===== src/rtl/pdp11_uart_pkg.sv =====
// pdp11_uart_pkg: shared UART receiver state enum and constants; PARITY state exists only with UART_PARITY_EN
package pdp11_uart_pkg;

    localparam int OVERSAMPLE      = 16;
    localparam int CLK_DIV_DEFAULT = 27;

`ifdef UART_PARITY_EN
    typedef enum logic [2:0] {IDLE, START, DATA, PARITY, STOP} rx_state_e;
`else
    typedef enum logic [2:0] {IDLE, START, DATA, STOP} rx_state_e;
`endif

endpackage


===== src/rtl/uart_baud_tick.sv =====
// uart_baud_tick: free-running divider giving a one-cycle tick every CLK_DIV clocks
module uart_baud_tick import pdp11_uart_pkg::*; #(
    parameter int CLK_DIV = CLK_DIV_DEFAULT
) (
    input  logic clk,
    input  logic reset,
    output logic tick
);

    localparam int W = CLK_DIV > 1 ? $clog2(CLK_DIV) : 1;

    logic [W-1:0] cnt_q, cnt_d;

    assign tick  = cnt_q == W'(CLK_DIV - 1);
    assign cnt_d = tick ? '0 : cnt_q + 1'b1;

    // advance the divider, wrapping on every tick
    always_ff @(posedge clk or posedge reset) begin
        if (reset) cnt_q <= '0;
        else       cnt_q <= cnt_d;
    end

endmodule


===== src/rtl/uart_rx.sv =====
// uart_rx: 16x oversampled 8N1 receiver with ack/overrun handshake; UART_PARITY_EN adds an even-parity bit (8E1)
module uart_rx import pdp11_uart_pkg::*; #(
    parameter int CLK_DIV = CLK_DIV_DEFAULT
) (
    input  logic       clk,
    input  logic       reset,
    input  logic       rs232_rx,
    output logic [7:0] rx_data,
    output logic       rx_valid,
    input  logic       rx_ack,
    output logic       framing_err,
    output logic       overrun,
    output logic       parity_err
);

    localparam logic [3:0] MID_TICK = 4'(OVERSAMPLE / 2 - 2);
    localparam logic [3:0] CENTRE   = 4'(OVERSAMPLE - 1);

    rx_state_e  state_q;
    logic [1:0] sync_q;
    logic [3:0] cnt_q;
    logic [2:0] bit_q;
    logic [7:0] shift_q, rx_data_q;
    logic       armed_q, framing_err_q;
    logic       rx_valid_q, rx_valid_d, overrun_q, overrun_d;
    logic       tick, line, load;

    uart_baud_tick #(.CLK_DIV(CLK_DIV)) u_tick (
        .clk  (clk),
        .reset(reset),
        .tick (tick)
    );

    assign line = sync_q[1];
    assign load = tick && state_q == STOP && cnt_q == CENTRE;

    assign rx_data     = rx_data_q;
    assign rx_valid    = rx_valid_q;
    assign framing_err = framing_err_q;
    assign overrun     = overrun_q;

`ifdef UART_PARITY_EN
    logic par_q, parity_err_q;
    assign parity_err = parity_err_q;
`else
    assign parity_err = 1'b0;
`endif

    // handshake: a load always wins; an ack only matters while a byte is pending
    always_comb begin
        rx_valid_d = load | (rx_valid_q & ~rx_ack);
        overrun_d  = (rx_ack && rx_valid_q) ? 1'b0 : (overrun_q | (load & rx_valid_q));
    end

    // synchronizer, frame FSM and registered outputs
    always_ff @(posedge clk or posedge reset) begin
        if (reset) begin
            sync_q        <= 2'b11;
            state_q       <= IDLE;
            cnt_q         <= '0;
            bit_q         <= '0;
            shift_q       <= '0;
            armed_q       <= 1'b0;
            rx_data_q     <= '0;
            framing_err_q <= 1'b0;
            rx_valid_q    <= 1'b0;
            overrun_q     <= 1'b0;
`ifdef UART_PARITY_EN
            par_q         <= 1'b0;
            parity_err_q  <= 1'b0;
`endif
        end else begin
            sync_q     <= {sync_q[0], rs232_rx};
            rx_valid_q <= rx_valid_d;
            overrun_q  <= overrun_d;
            if (tick) begin
                cnt_q <= cnt_q + 4'd1;
                case (state_q)
                    IDLE: begin
                        armed_q <= line;
                        if (armed_q && !line) begin
                            state_q <= START;
                            cnt_q   <= '0;
                        end
                    end
                    START: if (cnt_q == MID_TICK) begin
                        state_q <= line ? IDLE : DATA;
                        cnt_q   <= '0;
                        bit_q   <= '0;
                    end
                    DATA: if (cnt_q == CENTRE) begin
                        shift_q <= {line, shift_q[7:1]};
                        bit_q   <= bit_q + 3'd1;
`ifdef UART_PARITY_EN
                        if (bit_q == 3'd7) state_q <= PARITY;
`else
                        if (bit_q == 3'd7) state_q <= STOP;
`endif
                    end
`ifdef UART_PARITY_EN
                    PARITY: if (cnt_q == CENTRE) begin
                        par_q   <= line;
                        state_q <= STOP;
                    end
`endif
                    STOP: if (cnt_q == CENTRE) begin
                        rx_data_q     <= shift_q;
                        framing_err_q <= !line;
`ifdef UART_PARITY_EN
                        parity_err_q  <= ^{shift_q, par_q};
`endif
                        armed_q       <= line;
                        state_q       <= IDLE;
                    end
                    default: state_q <= IDLE;
                endcase
            end
        end
    end

endmodule

===== config.mk =====
export PLATFORM = sky130hd
export DESIGN_NAME = uart_rx
export DESIGN_NICKNAME = d
export VERILOG_FILES = /design/src/rtl/pdp11_uart_pkg.sv /design/src/rtl/uart_baud_tick.sv /design/src/rtl/uart_rx.sv
export SDC_FILE = /design/constraint.sdc
export NUM_CORES = 1
export LEC_CHECK = 0
export ABC_AREA = 0
export CORE_MARGIN = 3
export CORE_UTILIZATION = 59
export CTS_CLUSTER_SIZE = 30
export DETAILED_ROUTE_END_ITERATION = 10
export GPL_TIMING_DRIVEN = 0
export PLACE_DENSITY_LB_ADDON = 0.1
export SYNTH_ARGS = -nofsm -noshare
export SYNTH_HDL_FRONTEND = slang
export SYNTH_HIERARCHICAL = 1
export SYNTH_SLANG_ARGS = --single-unit

===== constraint.sdc =====
create_clock -name clk -period 4.7 [get_ports clk]
set_input_delay 0.705 -clock clk [delete_from_list [all_inputs] [get_ports clk]]
set_output_delay 0.705 -clock clk [all_outputs]
set_load 0.02 [all_outputs]

==> reports/results.tsv <==
metric	value	unit
status	finished clean	
Critical Path Source	u_tick/cnt_q[0]	
CP Buf/Inv Count	2	
Root Driver	clkbuf_4	
area occupied by multi-input gates	752	um2
VDD IR max	0.413	mV
first-pass GRT wire length	5.33	mm
Longest Clk Path Bufs	2	
Top Family by Delay on Critical Path	simple AND/OR/NAND/NOR gates	
Yosys cell types	45	
NumNets Final	166	
layout filler cell count	169	
die area	0.00360	mm2
initial antenna violation count	0	
Yosys reg bits	36	
min cycle time layout	2.32	ns
TNS Setup	0	ns
LEAKAGE	0.979	nW
number of global-route vias before repair	1180	
GRT Residual Overflow	0	
synth-to-layout area growth	17.7	%
commonest non-fill, non-tap cell in the layout	dfrtp_1	
Buffers on Ports	14	
cells along the critical path	inv_1 > ha_1 > and4b_1 > nand4_4 > nor2_2 > buf_6 > mux2_1	
WP data arrival	2.56	ns
post-synthesis async set-or-reset flop share	100	%
via count	1111	
vias per cell	5.94	
Synth Cell Area	0.00172	mm2
Sink Count	36	
Slew HR	25.1	%
min-delay src	sync_q[0]	
Worst Path Required	4.94	ns
CP peak stage delay	0.50	ns
remaining antenna violation count after routing	0	
HPWL Detailed	2.12	mm
max-slew violations	0	
Final Setup Violations	0	
Pwr per Cell Area	324	mW/mm2
register area	903	um2
htree depth	2	
Final period util	49.3	%
Max FO, Critical Path	10	
Worst Tran Pin Value	1.12	ns
Tot GR Track Use	21.1	%
Die Y	60	um
drt wl/cell	16.4	um
commonest non-fill, non-tap cells in the layout	34 x dfrtp_1, 14 x clkdlybuf4s50_1, 11 x mux2_1, 7 x inv_1	
Num CTS Buffers	5	
register area share after synthesis	52.5	%
Worst Setup Start Kind	flip-flop	
Final Hold Vio Count	0	
design area	0.00203	mm2
crit path kind	reg -> reg	
Placement Cell Area	0.00190	mm2
drt total wl	3.07	mm
Clock Pin Slew Worst Setup and Hold Paths	0.11	ns
Max stage delay cell, worst path	and4b_1	
Synth warnings	6	
worst skew pair latency	0.35	ns
fraction of layout cells with a size suffix above 1	18.5	%
Starting Density	65.9	%
RSZ-0062 raised after global routing	no	
Post-synth EDFFs	0	
post-cts resize count	0	
Core Box Area	0.00261	mm2
worst clock skew	0.00872	ns
drt initial violations	46	
drt drc	0	
Max-cap violations	0	
Syn Area/Cell	12.7	um2
synthesized instance count	135	
CTS tree	yes	
io pins	16	
dominant synthesized flop cell	dfrtp_1	
Crit. End Element	flip-flop	
router iterations before antenna repair	4	
CTS Hold Bufs	0	
Max Clock Freq	432	MHz
GP Congestion	0.768	
syn_nets	145	
Worst R2R Start	u_tick/cnt_q[0]	
Post CTS Setup Buffer Count	0	
number of diodes	0	
Worst Hold Class	reg -> reg	
die width	60	um
num rows	18	
largest net degree at the start of global routing	32	
[where the power goes]
part	switching, mW	total [mW]	leakage [nW]	internal [mW]
logic	0.00933	0.0146	0.441	0.00523
registers	0.00159	0.314	0.472	0.312
clock network	0.108	0.327	0.0654	0.219
[worst register-to-register path, delay by kind of cell, from the launching register on]
family	cells	cell delay (ns)
adder cells (fa/ha/maj)	1	0.21
AND/OR/NAND/NOR	3	0.97
flip-flops	1	0.44
multiplexers	1	0.32
buffers and inverters	2	0.26
[cell type report]
type | instances | share of cell area (%)
sequential | 36 | 44.6
buffer | 5 | 1.91
clock buffer | 5 | 1.85
timing repair buffer | 14 | 6.92
inverter | 7 | 1.30
tap | 30 | 1.85
multi-input combinational | 87 | 37.1
clock inverter | 3 | 4.45
[final timing paths]
kind | to | slack (ns) | cells after the start
min reg2reg | sync_q[1] | 0.37 | 0
max | shift_q[1] | 2.38 | 7
max reg2reg | shift_q[1] | 2.38 | 7
min | sync_q[1] | 0.37 | 0
max in group asynchronous | bit_q[0] | 3.07 | 2
min in group asynchronous | u_tick/cnt_q[2] | 0.56 | 2
[Yosys cell counts, types with 3 or more instances]
| master | instances | area share (%) |
|---|---|---|
| o21ai_0 | 5 | 1.5 |
| o2bb2ai_1 | 4 | 2.0 |
| dfrtp_1 | 34 | 49 |
| mux2_1 | 11 | 7.2 |
| nand2_1 | 6 | 1.3 |
| mux2_4 | 6 | 5.2 |
| a21oi_1 | 3 | 0.87 |
| ha_1 | 6 | 4.4 |
| o21ai_1 | 5 | 1.5 |
| nor2_1 | 3 | 0.65 |
| a211o_1 | 3 | 1.5 |
| inv_1 | 7 | 1.5 |
| buf_4 | 3 | 1.3 |
[registers in the layout, indices dropped and copies added (netlist names), 2 cells and up]
register	flops
bit_q	3
cnt_q	4
rx_data	8
shift_q	8
state_q	2
sync_q	2
u_tick/cnt_q	5
[per-layer routing]
metal / vias up / wire length (um) / GRT usage, %
li1: 528 / - / -
met3: 10 / 132 / 7.13
met4: 0 / 121 / 14.9
met1: 547 / 1380 / 25.6
met5: - / 0 / 0
met2: 26 / 1430 / 31.3
[logic make-up (layout without fill, tap and decap cells)]
| family | Yosys count | count (layout) | share of synthesized area [%] |
|---|---|---|---|
| DFF | 36 | 36 | 52.5 |
| and+or+nand+nor | 32 | 32 | 13.4 |
| AOI/OAI and AO/OA | 28 | 28 | 11.6 |
| muxes | 19 | 19 | 13.7 |
| buffers and inverters | 12 | 34 | 3.78 |
| adders and majority gates | 6 | 6 | 4.36 |
| other | 1 | 1 | 0.218 |
| xor gates and xnor gates | 1 | 1 | 0.509 |
[metrics by stage]
stage	std cells	utilization [%]	worst slack (ns)	hold slack [ns]	total power, mW
2_1_floorplan	135	-	2.77	0.345	0.328
3_3_place_gp	179	72.7	2.54	0.347	0.334
3_5_place_dp	179	72.7	2.43	0.349	0.335
4_1_cts	187	77.5	2.37	0.370	0.660
5_1_grt	187	77.5	2.24	0.372	0.676
6_report	187	77.5	2.38	0.368	0.656
Note: power is estimated with default switching activity, not from simulation.
